### src/rtl/sram_ctrl_pkg.sv
// Shared types and default geometry for the clockport SRAM initiator.
package sram_ctrl_pkg;

    localparam int DEF_AW         = 16;
    localparam int DEF_DW         = 8;
    localparam int DEF_RD_WAIT    = 2;
    localparam int DEF_WR_WAIT    = 2;
    localparam int DEF_TURNAROUND = 1;

    typedef enum logic [2:0] {
        IDLE,
        SETUP,
        ACCESS,
        HOLD,
        TURN
    } state_t;

endpackage

### src/rtl/sram_ctrl.sv
// Single-beat request to asynchronous SRAM strobe sequencer with programmable
// wait states; every strobe toward the SRAM comes straight from a flop.
module sram_ctrl
    import sram_ctrl_pkg::*;
#(
    parameter int AW         = DEF_AW,
    parameter int DW         = DEF_DW,
    parameter int RD_WAIT    = DEF_RD_WAIT,
    parameter int WR_WAIT    = DEF_WR_WAIT,
    parameter int TURNAROUND = DEF_TURNAROUND
) (
    input  logic          clk,
    input  logic          rst_n,
    input  logic          req_valid,
    output logic          req_ready,
    input  logic          req_we,
    input  logic [AW-1:0] req_addr,
    input  logic [DW-1:0] req_wdata,
    output logic          rsp_rvalid,
    output logic [DW-1:0] rsp_rdata,
    output logic          rsp_wdone,
    output logic [AW-1:0] sram_a,
    output logic [DW-1:0] sram_d_out,
    output logic          sram_d_oe,
    input  logic [DW-1:0] sram_d_in,
    output logic          sram_cs_n,
    output logic          sram_we_n,
    output logic          sram_oe_n
);

    localparam int MAX_WAIT = (RD_WAIT > WR_WAIT) ? RD_WAIT : WR_WAIT;
    localparam int WCW      = $clog2(MAX_WAIT + 1);
    localparam int TCW      = (TURNAROUND > 0) ? $clog2(TURNAROUND + 1) : 1;

    if (RD_WAIT < 1) begin : g_bad_rd_wait
        $error("sram_ctrl: RD_WAIT must be >= 1");
    end
    if (WR_WAIT < 1) begin : g_bad_wr_wait
        $error("sram_ctrl: WR_WAIT must be >= 1");
    end
    if (TURNAROUND < 0) begin : g_bad_turnaround
        $error("sram_ctrl: TURNAROUND must be >= 0");
    end

    state_t         state, state_d;
    logic [WCW-1:0] wait_cnt, wait_cnt_d;
    logic [TCW-1:0] turn_cnt, turn_cnt_d;
    logic           we_q, we_d;
    logic           accept;
    logic           in_cycle_d;

    assign req_ready = (state == IDLE);
    assign accept    = req_valid && req_ready;

    always_comb begin
        state_d    = state;
        wait_cnt_d = wait_cnt;
        turn_cnt_d = turn_cnt;
        we_d       = we_q;
        case (state)
            IDLE: begin
                if (accept) begin
                    state_d = SETUP;
                    we_d    = req_we;
                end
            end
            SETUP: begin
                state_d    = ACCESS;
                wait_cnt_d = we_q ? WCW'(WR_WAIT) : WCW'(RD_WAIT);
            end
            ACCESS: begin
                if (wait_cnt == WCW'(1)) begin
                    state_d = HOLD;
                end else begin
                    wait_cnt_d = wait_cnt - WCW'(1);
                end
            end
            HOLD: begin
                if (TURNAROUND > 0) begin
                    state_d    = TURN;
                    turn_cnt_d = TCW'(TURNAROUND);
                end else begin
                    state_d = IDLE;
                end
            end
            TURN: begin
                if (turn_cnt <= TCW'(1)) begin
                    state_d = IDLE;
                end else begin
                    turn_cnt_d = turn_cnt - TCW'(1);
                end
            end
            default: state_d = IDLE;
        endcase
        in_cycle_d = state_d inside {SETUP, ACCESS, HOLD};
    end

    always_ff @(posedge clk or negedge rst_n) begin
        if (!rst_n) begin
            state    <= IDLE;
            wait_cnt <= '0;
            turn_cnt <= '0;
            we_q     <= 1'b0;
        end else begin
            state    <= state_d;
            wait_cnt <= wait_cnt_d;
            turn_cnt <= turn_cnt_d;
            we_q     <= we_d;
        end
    end

    // Strobes are registered from the next state so they switch cleanly on
    // the same edge as the state they belong to.
    always_ff @(posedge clk or negedge rst_n) begin
        if (!rst_n) begin
            sram_a     <= '0;
            sram_d_out <= '0;
            sram_d_oe  <= 1'b0;
            sram_cs_n  <= 1'b1;
            sram_we_n  <= 1'b1;
            sram_oe_n  <= 1'b1;
            rsp_rvalid <= 1'b0;
            rsp_wdone  <= 1'b0;
            rsp_rdata  <= '0;
        end else begin
            if (accept) begin
                sram_a <= req_addr;
                if (req_we) begin
                    sram_d_out <= req_wdata;
                end
            end
            sram_cs_n  <= !in_cycle_d;
            sram_we_n  <= !((state_d == ACCESS) && we_d);
            sram_oe_n  <= !((state_d == ACCESS) && !we_d);
            sram_d_oe  <= in_cycle_d && we_d;
            rsp_rvalid <= (state_d == HOLD) && !we_d;
            rsp_wdone  <= (state_d == HOLD) && we_d;
            if ((state == ACCESS) && !we_q && (wait_cnt == WCW'(1))) begin
                rsp_rdata <= sram_d_in;
            end
        end
    end

endmodule

### config.mk
export PLATFORM = sky130hd
export DESIGN_NAME = sram_ctrl
export DESIGN_NICKNAME = d
export VERILOG_FILES = /design/src/rtl/sram_ctrl_pkg.sv /design/src/rtl/sram_ctrl.sv
export SDC_FILE = /design/constraint.sdc
export NUM_CORES = 1
export LEC_CHECK = 0
export ABC_CLOCK_PERIOD_IN_PS = 3010
export BUFFER_PORTS_ARGS = -buffer_cell sky130_fd_sc_hd__clkbuf_2
export CORE_AREA = 2 2 63 65
export DETAILED_ROUTE_END_ITERATION = 8
export DIE_AREA = 0 0 65 67
export GPL_TIMING_DRIVEN = 0
export PLACE_DENSITY = 0.8
export RECOVER_POWER = 100
export SLEW_MARGIN = 20
export SYNTH_ARGS = -nofsm -noshare
export SYNTH_HDL_FRONTEND = slang
export SYNTH_SLANG_ARGS = --single-unit
### constraint.sdc
create_clock -name clk -period 3.01 [get_ports clk]
set_input_delay 0.602 -clock clk [delete_from_list [all_inputs] [get_ports clk]]
set_output_delay 0.602 -clock clk [all_outputs]
set_load 0.01 [all_outputs]
; ---- Word level (Yosys, flattened, before mapping)
; Index checks and enable logic that the tools add are counted.
[word_totals]
wordCells = 56
output_inout_bits = 39
in_bits = 36
reg_bits = 45
[op_classes]
n_addsub = 2
order_cmp = 1
n_reduce_logical = 20
n_mux = 10
n_eq_ne = 10
[ops]
columns = cell, n
row1 = case mux 3 bit (5 select lines), 1
row2 = equality test 3 x 2 -> 1 bit (second input constant), 4
row3 = two-way mux 3 bit, 3
row4 = logical AND 1 bit, 8
row5 = equality test 3 x 1 -> 1 bit (second input constant), 2
row6 = AND reduction 2 bit, 3
row7 = logical NOT 1 bit, 5
row8 = inequality test 2 bit (second input constant), 2
row9 = case mux 2 bit (2 select lines), 1
row10 = nonzero test 2 bit, 2
row11 = equality test 3 bit (second input constant), 1
row12 = logical NOT 3 bit, 1
row13 = two-way mux 1 bit, 3
row14 = nonzero test 3 bit, 1
row15 = equality test 2 x 1 -> 1 bit (second input constant), 1
row16 = two-way mux 2 bit, 1
row17 = case mux 1 bit (2 select lines), 1
row18 = subtractor 2 x 1 -> 2 bit (second input constant), 1
row19 = <= comparator 1 bit (second input constant), 1
row20 = subtractor 1 bit (second input constant), 1

; ---- Depth between registers and ports, before layout
; Gate-level depths: netlist of the first run.
[logic_depth]
word_depth = 7
ltp_mapped = 6
ltp_nobuf = 5

; ---- Worst setup path after synthesis of the first run
; OpenSTA, ideal clock, no wires.
[synth_timing]
kind = input to register
start = input req_valid
end = register rsp_rdata[0]
t_arrival_ns = 1.994
cell_stages = 4
slack_ns = 0.891
path_buffers = 1
setup_time_ns = 0.125
t_required_ns = 2.885
path_cell_list = or4b_4 buf_6 a221oi_4 mux2_2
[synth_rtl]
columns = item, line
row1 = "start, declared", sram_ctrl.sv:14  ; input logic req_valid,
row2 = "end signal, assigned", sram_ctrl.sv:139  ; rsp_rdata <= sram_d_in;
row3 = "end, declared", sram_ctrl.sv:20  ; output logic [DW-1:0] rsp_rdata,

; ---- Worst setup path in the final report of the first run
[layout_timing]
start = register state[2]
end = register rsp_rdata[1]
[layout_via]
elab_chain_cells = 3
[layout_rtl]
columns = item, line
row1 = "start, declared", sram_ctrl.sv:45  ; state_t state, state_d;
row2 = "start signal, assigned", sram_ctrl.sv:105  ; state <= state_d;
row3 = equality test 3 x 2 -> 1 bit, sram_ctrl.sv:138  ; if ((state == ACCESS) && !we_q && (wait_cnt == WCW'(1))) begin
row4 = logical AND 1 bit (2 in series), sram_ctrl.sv:138
; No other way between the ends.
; A chain may end at the register's enable or synchronous reset.

==> results of run 1 <==
## worst max-delay path: stages, from the launching register on
cell and delay, ns:
dfrtp_1 0.36, clkbuf_1 0.20, or4b_4 0.51, clkbuf_1 0.26
a221oi_4 0.60, mux2_2 0.40
## cells in the final DEF (no fill, tap or decap)
master     n
mux2_2    16
inv_1      3
clkbuf_8   5
clkbuf_2  34
and2_1     1
nand2b_1   4
nor2_1     4
clkbuf_1  48
o31ai_1    1
o32a_1     1
nor3_1     1
or4b_4     1
dfrtp_1   41
or4bb_1    1
o21ai_0    2
o31a_1     1
o21a_1     1
a22oi_1    1
a21oi_1    3
nand2_1   52
dfstp_2    3
clkinv_2   1
ha_1       1
o22a_1     1
or3b_2     1
a221oi_4   1
nor4b_2    1
## kinds of logic (layout without fill, tap and decap cells)
kind of cell / count (synthesis) / in the layout / share of synthesized area (%)
compound gates: 12 / 12 / 5.82
fa+ha+maj: 1 / 1 / 0.718
buf+inv: 9 / 91 / 2.80
flops: 44 / 44 / 63.4
mux: 16 / 16 / 10.3
simple gates: 66 / 66 / 16.9
## state kept, by name (all words and copies together) (netlist names)
signal,flops
sram_d_out,8
rsp_rvalid,1
sram_a,16
sram_d_oe,1
state,3
wait_cnt,2
sram_we_n,1
rsp_wdone,1
sram_cs_n,1
rsp_rdata,8
we_q,1
sram_oe_n,1
## synth_stat cells (2+ instances only)
cell type   n
clkbuf_1    4
buf_6       2
nand2b_1    4
nand2_1    52
dfrtp_1    41
mux2_2     16
dfstp_2     3
a21oi_1     3
inv_1       3
nor2_1      4
o21ai_0     2
## cell type report
cell class | instances | area (um2) | share of cell area [%]
Sequential cell | 44 | 1100 | 50.5
Multi-Input combinational cell | 95 | 589 | 26.9
Timing Repair Buffer | 74 | 320 | 14.6
Clock buffer | 7 | 76.3 | 3.49
Tap cell | 48 | 60.1 | 2.74
Buffer | 6 | 22.5 | 1.03
Inverter | 3 | 11.3 | 0.514
Clock inverter | 1 | 5.00 | 0.229
## stage by stage
step	instances	power [uW]	cell area, um2
floorplan	148	1630	1740
global placement	270	1990	2170
detailed placement	270	2030	2170
CTS	278	2380	2250
global route	278	2460	2190
finish	278	2270	2190
## worst min path at each step
| stage | to | start | slack, ns |
|---|---|---|---|
| floorplan | rsp_rdata[0]$_DFFE_PN0P_ | rst_n | 0.31 |
| global placement | sram_a[3]$_DFFE_PN0P_ | sram_a[3]$_DFFE_PN0P_ | 0.46 |
| detailed placement | sram_a[12]$_DFFE_PN0P_ | sram_a[12]$_DFFE_PN0P_ | 0.46 |
| CTS | sram_a[12]$_DFFE_PN0P_ | sram_a[12]$_DFFE_PN0P_ | 0.48 |
| global route | sram_a[1]$_DFFE_PN0P_ | req_addr[1] | 0.50 |
| finish | sram_a[12]$_DFFE_PN0P_ | sram_a[12]$_DFFE_PN0P_ | 0.48 |
## metal layers
metal / up-vias / wire length, um / track usage, %
li1: 647 / - / -
met1: 613 / 1410 / 20.6
met2: 52 / 1680 / 27.8
met3: 8 / 229 / 2.87
met4: 0 / 75 / 9.57
met5: - / 0 / 0
## where the power goes
group          switching (uW)  internal (uW)
sequential                138            879
clock                     186            163
combinational             532            373
total                     856           1410
==> run metrics, run 1 <==
clock sink count 44; post-synthesis sequential element count 44; FFs w/ async S/R, synth 100%; pwr dens about 1000 nW/um2; Post-CTS Hold Buffers 0; mapped cell area between 1500 and 2000 um2; setup ws final ~0.56 ns; layout cells sized above 1 27.4%; Synth top area share 58.9%; Die Wd 65 um; fmax 407 MHz; die area 4360 um2; Static Leak between 0.001 and 0.0015 uW; Slew Limit Fails between 40 and 50; synth warn 0; Setup Viol. Count Final 0; RR Endpoint rsp_rdata[1]$_DFFE_PN0P_; core region area 3610 um2; Primary FF master, synth dfrtp_1; CTS root buf clkbuf_8; min-delay worst type flop to flop; max_cap viols 1; count of final hold-check violations 0; worst slack, placed 0.581 ns; Layout Skew around 0.0084 ns; worst-path fanout max 10; nets approximately 270; Reg2Reg Depth 5; I/O Pins 75; IO Port Bufs 74; Least-Margin Pin Slew about 2.2 ns; Max-slew headroom -48.5%; RSZ-0062 raised after global routing false; Worst-Skew Late Latency slightly below 0.3 ns; Rows 22; DRT antenna net count 0; WL/cell between 10 and 15 um; setup TNS 0 ns; largest net degree at the start of global routing 45; hold path cells 2; Clk pin slew, worst setup/hold paths roughly 0.070 ns; H-tree levels 2; initial antenna violation count 0; GP Congestion around 0.73; Initial Utilization 48.3%; fin crit share between 80% and 90%; critical path required time roughly 3.2 ns; violated checks capacitance limit, slew limit; element type at the critical path end flop; first-pass GRT wire length 5490 um; grt total ovfl 0; number of global-route vias before repair around 1,200; Synth area leader dfrtp_1; Post CTS Setup Buffer Count 0; drc violations 0; synth top area cells dfrtp_1 (59%), nand2_1 (11%), mux2_2 (10%); ant diodes 0; Die H ~67 um; synthesized netlist cell count ~150; post-route minimum period between 2 and 2.5 ns; Critical Path Start Type flop; syn_area_per_cell approximately 12 um2; WL final between 3000 and 4000 um; FILL cells 350; post-cts resize count 0; CTS tree done; worst hold slack between 0.4 and 0.5 ns; post-synthesis sequential area ratio 63.4%; worst reg-to-reg setup slack roughly 0.56 ns; Crit Reg-Reg Startpoint state[2]$_DFF_PN0_; Post-synth EDFFs 0; Layout area overhead 25.6%; DRT Pass-1 Iters 4; CTS Buffer Depth 2; status finished with violations; routed vias 1,320; Critical path destination rsp_rdata[1]$_DFFE_PN0P_; Yosys cell types 25; syn_nets ~190; final HPWL from detailed placement around 2500 um; beginning of the critical path state[2]$_DFF_PN0_; Crit Path Category flop to flop; post-layout util approximately 61%; GRT Overall Usage 16.7%; data arrival time of the critical path roughly 2.6 ns; Vias/cell roughly 4.7; Max VDD drop around 0.38 mV; initial DRC count between 60 and 70; cts bufs inserted 5
Note: power is estimated with default switching activity, not from simulation.
==> run 2, diff against run 1 <==
--- a/config.mk
+++ b/config.mk
@@ -5,13 +5,13 @@
 export SDC_FILE = /design/constraint.sdc
 export NUM_CORES = 1
 export LEC_CHECK = 0
-export ABC_CLOCK_PERIOD_IN_PS = 3010
+export ABC_CLOCK_PERIOD_IN_PS = 2100
 export BUFFER_PORTS_ARGS = -buffer_cell sky130_fd_sc_hd__clkbuf_2
-export CORE_AREA = 2 2 63 65
+export CORE_AREA = 2 2 68 70
 export DETAILED_ROUTE_END_ITERATION = 8
-export DIE_AREA = 0 0 65 67
+export DIE_AREA = 0 0 70 72
 export GPL_TIMING_DRIVEN = 0
-export PLACE_DENSITY = 0.8
+export PLACE_DENSITY = 0.73
 export RECOVER_POWER = 100
 export SLEW_MARGIN = 20
 export SYNTH_ARGS = -nofsm -noshare
==> constraint.sdc (replaced) <==
create_clock -name clk -period 2.1 [get_ports clk]
set_input_delay 0.42 -clock clk [delete_from_list [all_inputs] [get_ports clk]]
set_output_delay 0.42 -clock clk [all_outputs]
set_load 0.01 [all_outputs]
==> run 2 against run 1 <==
Effect of this change:
- the run now ends clean
- clock power up 97%
- flip-flop and latch count unchanged
- die area up 16%
- first-iteration DRC count up 65%
- clock skew down 0.0060 ns
- sequential share of layout area down 4.4 points
- hold slack worse by 0.16 ns
- core utilization down 4.4 points
- design area up 9.6%
- critical path type unchanged
==> run metrics, run 2 (synthesis gave the netlist of run 1 again) <==
worst reg-to-reg setup slack around 0.044 ns; Worst-Skew Late Latency roughly 0.29 ns; commonest non-fill, non-tap cells in the layout nand2_1 (52), clkbuf_1 (42), dfrtp_1 (40); worst-path fanout max 5; H-tree levels 2; routed vias between 1,000 and 1,500; drc violations 0; Layout Skew ~0.0023 ns; post-route minimum period 2.06 ns; Largest register FFs 16; fin crit share between 90% and 100%; core region area between 4000 and 5000 um2; Slew Limit Fails 0; CTS tree done; element type at the critical path end flop; data arrival time of the critical path about 2.2 ns; Max VDD drop 0.565 mV; biggest registers after layout sram_a x16, rsp_rdata x8, sram_d_out x8; GRT Overall Usage 15.7%; Initial Utilization 40.9%; final instance area between 2000 and 2500 um2; die area 5040 um2; setup TNS 0 ns; Top reg by flops sram_a; CTS root buf clkbuf_8; Die Wd roughly 70 um; status finished, final reports clean; Setup Viol. Count Final 0; post-layout util a little under three fifths; GP Congestion 0.716; largest net degree at the start of global routing 45; final HPWL from detailed placement 2520 um; Clk pin slew, worst setup/hold paths about 0.08 ns; WL/cell between 10 and 15 um; most common cell after layout, fill and taps aside nand2_1; Layout area overhead 37.7%; Critical Path Start Type flop; IO Port Bufs between 70 and 80; Crit Path Category flop to flop; nets 276; RSZ-0062 raised after global routing true; DRT antenna net count 0; clock sink count 44; DRT Pass-1 Iters 4; cts bufs inserted 5; grt total ovfl 0; Least-Margin Pin Slew between 1 and 1.5 ns; Die H about 72 um; WL final 3660 um; Static Leak ~0.0012 uW; initial antenna violation count 0; first-pass GRT wire length a little over 6000 um; Max-slew headroom between 20% and 30%; pwr dens between 1500 and 2000 nW/um2; fmax 486 MHz; layout cells sized above 1 approximately a third; Reg2Reg Depth 6; setup ws final ~0.044 ns; number of global-route vias before repair about 1,300; CTS Buffer Depth 2; count of final hold-check violations 0; I/O Pins between 70 and 80; initial DRC count approximately 110; worst slack, placed -0.210 ns; DP Area ~2200 um2; max_cap viols 0; min-delay worst type primary input to asynchronous set/reset pin; Vias/cell roughly 4.6; total power draw 3600 uW; critical path required time ~2.3 ns; ant diodes 0; Rows 24
## run 2: changes by cell type in the layout (fill, tap and decap cells not counted), sizes merged
cell and change:
clkbuf -2, bufinv +1, buf +12, clkinv -1
## run 2: timing repair
action	4_1_cts	5_1_grt
endpoints found under the setup margin	16	16
setup buffers	6	4
pin swaps	3	3
gates cloned	1	0
hold buffers	0	0
resized for setup	5	4
## run 2: routing by layer
metal  share of wire (%)  vias up  track usage (%)
li1                    -      668                -
met1                  43      624             18.7
met2                  49       58             27.4
met3                 7.4        0             5.56
met4                   0        0             3.85
met5                   0        -                0
## run 2: layout make-up
cell class | count | area (um2)
well taps | 52 | 65.1
multi-input cells | 95 | 623
plain buffers | 5 | 26.3
flip-flops and latches | 44 | 1110
inverters | 3 | 11.3
fillers | 404 | 1860
repair buffers | 85 | 442
clock inverters | 1 | 30.0
clock buffers | 7 | 96.3
## run 2: worst max-delay path, stage by stage, from the launching register on
cell and delay (ns):
dfrtp_1 0.38, buf_6 0.12, or4b_4 0.51, a221oi_4 0.33
buf_4 0.17, buf_12 0.10, mux2_2 0.33
## run 2: worst paths after layout
kind | startpoint | endpoint
worst min-delay path | rst_n | sram_d_out[5]$_DFFE_PN0P_
worst min register to register | sram_a[5]$_DFFE_PN0P_ | sram_a[5]$_DFFE_PN0P_
worst max-delay path | state[2]$_DFF_PN0_ | rsp_rdata[6]$_DFFE_PN0P_
max in group asynchronous | rst_n | wait_cnt[0]$_DFFE_PN0P_
worst max register to register | state[2]$_DFF_PN0_ | rsp_rdata[6]$_DFFE_PN0P_
min in group clk | req_addr[12] | sram_a[12]$_DFFE_PN0P_
## run 2: power by group
| group | switching [uW] | internal (uW) |
|---|---|---|
| Combinational | 806 | 640 |
| Sequential | 209 | 1260 |
| Clock | 268 | 420 |
## run 2: per-stage QoR
| step | hold slack [ns] | instances |
|---|---|---|
| after floorplan | 0.124 | 148 |
| after global placement | 0.461 | 274 |
| after detailed placement | 0.461 | 274 |
| after CTS | 0.300 | 288 |
| after global routing | 0.313 | 292 |
| final | 0.311 | 292 |
==> run 3, diff against run 2 <==
--- a/config.mk
+++ b/config.mk
@@ -12,7 +12,6 @@
 export DIE_AREA = 0 0 70 72
 export GPL_TIMING_DRIVEN = 0
 export PLACE_DENSITY = 0.73
-export RECOVER_POWER = 100
 export SLEW_MARGIN = 20
 export SYNTH_ARGS = -nofsm -noshare
 export SYNTH_HDL_FRONTEND = slang
==> run 3 against run 2 <==
Effect of this change:
- design area grew 2.0%
- clock power barely moved
- wire length decreased by 0.60%
- count of clock-buffer cells in the layout is the same
- critical path depth unchanged
- clock skew up 0.00055 ns
- sequential share of layout area decreased by 0.90 points
- critical path type unchanged
- first-iteration DRC count is 6.5% lower
- hold slack got worse by 0.037 ns
- combinational power up 6%
==> run metrics, run 3 (synthesis gave the netlist of run 1 again) <==
count of final hold-check violations 0; Worst-Skew Late Latency ~0.29 ns; die area between 5000 and 6000 um2; Slowest-stage cell, CP or4b_4; WL/cell roughly 12 um; worst hold slack between 0.2 and 0.3 ns; data arrival time of the critical path about 2.2 ns; element type at the critical path end flop; number of global-route vias before repair about 1,300; top cell family by delay on the critical path simple AND/OR/NAND/NOR gates; worst-path fanout max 5; I/O Pins 75; Worst Path Buf+Inv 3; max_cap viols 0; setup TNS 0 ns; worst path cell trace buf_6, or4b_4, a221oi_4, buf_4, buf_12, mux2_2; DRT antenna net count 0; ant diodes 0; core region area between 4000 and 5000 um2; routed vias 1,344; Rows 24; Static Leak between 0.001 and 0.0015 uW; worst reg-to-reg setup slack about 0.042 ns; CTS tree done; cts bufs inserted 5; fin crit share 98.0%; DP Area 2180 um2; Crit Reg-Reg Startpoint state[2]$_DFF_PN0_; fmax around 500 MHz; Critical Path Start Type flop; initial DRC count 100; post-layout util a little under three fifths; Vias/cell about 4.6; Max VDD drop 0.589 mV; biggest registers after layout sram_a x16, rsp_rdata x8, sram_d_out x8; post-route minimum period roughly 2 ns; initial antenna violation count 0; largest net degree at the start of global routing 45; Setup Viol. Count Final 0; Layout area overhead 40.4%; Slew Limit Fails 0; min-delay worst type primary input to asynchronous set/reset pin; final instance area 2450 um2; Clk pin slew, worst setup/hold paths about 0.080 ns; WL final approximately 3600 um; Layout Skew ~0.0029 ns; Post-CTS Hold Buffers 0; beginning of the critical path state[2]$_DFF_PN0_; pwr dens about 1500 nW/um2; commonest non-fill, non-tap cells in the layout clkbuf_2 (73), nand2_1 (52), dfrtp_1 (40); CP max stage delay 0.51 ns; Initial Utilization 40.9%; Die Wd about 70 um; final HPWL from detailed placement around 2500 um; first-pass GRT wire length 6170 um; Top reg by flops sram_a; clock sink count 44; most common cell after layout, fill and taps aside clkbuf_2; nets between 200 and 300; RSZ-0062 raised after global routing true; GRT Overall Usage ~16%; Least-Margin Pin Slew 0.940 ns; GP Congestion between 0.7 and 0.8; status finished, final reports clean; DRT Pass-1 Iters 4; Max-slew headroom between 30% and 40%; drc violations 0; H-tree levels 2; grt total ovfl 0; layout cells sized above 1 approximately half; Die H between 70 and 80 um; IO Port Bufs 74; Largest register FFs 16; CTS Buffer Depth 2; CTS root buf clkbuf_8; critical path required time 2.27 ns; Crit Path Category flop to flop
## run 3: timing repair
action	4_1_cts	5_1_grt
setup endpoints to repair	16	16
resized for setup	5	4
cloned	1	0
pin swaps	3	3
setup buffers	6	4
## run 3: through the flow
step	instances	setup slack, ns	total power, uW
after floorplan	148	0.0666	2340
after global placement	274	-0.188	2860
after detailed placement	274	-0.210	2920
after CTS	288	-0.000752	3700
after global routing	292	-0.0164	3990
final	292	0.0418	3690
## run 3: path summary, 6_finish.rpt
kind,end,depth (start not counted)
setup reg to reg,rsp_rdata[6]$_DFFE_PN0P_,6
hold reg to reg,sram_a[5]$_DFFE_PN0P_,2
hold / removal,sram_d_out[5]$_DFFE_PN0P_,1
max in group asynchronous,wait_cnt[0]$_DFFE_PN0P_,1
min in group clk,sram_a[12]$_DFFE_PN0P_,3
setup / recovery,rsp_rdata[6]$_DFFE_PN0P_,6
## run 3: worst register-to-register path, stage by stage, from the launching register on
cell	delay [ns]
dfrtp_1	0.38
buf_6	0.12
or4b_4	0.51
a221oi_4	0.33
buf_4	0.17
buf_12	0.10
mux2_2	0.33
## run 3: per-layer routing
layer  global-route usage, %  vias up  wire length [um]
met2                    27.4       58              1800
met3                    5.56        0               271
met1                    18.7      619              1570
li1                        -      667                 -
met4                    3.85        0                 0
met5                       0        -                 0
## run 3: cell type report
class                      count  area (um2)
multi-input combinational     95         623
clock inverter                 1        30.0
clock buffer                   7        96.3
buffer                         5        26.3
tap                           52        65.1
fill                         390        1820
timing repair buffer          85         489
inverter                       3        11.3
sequential                    44        1110
## run 3: power breakdown
part	switching, uW	internal (uW)
sequential	211	1260
clock	268	419
combinational	803	726
total	1280	2410
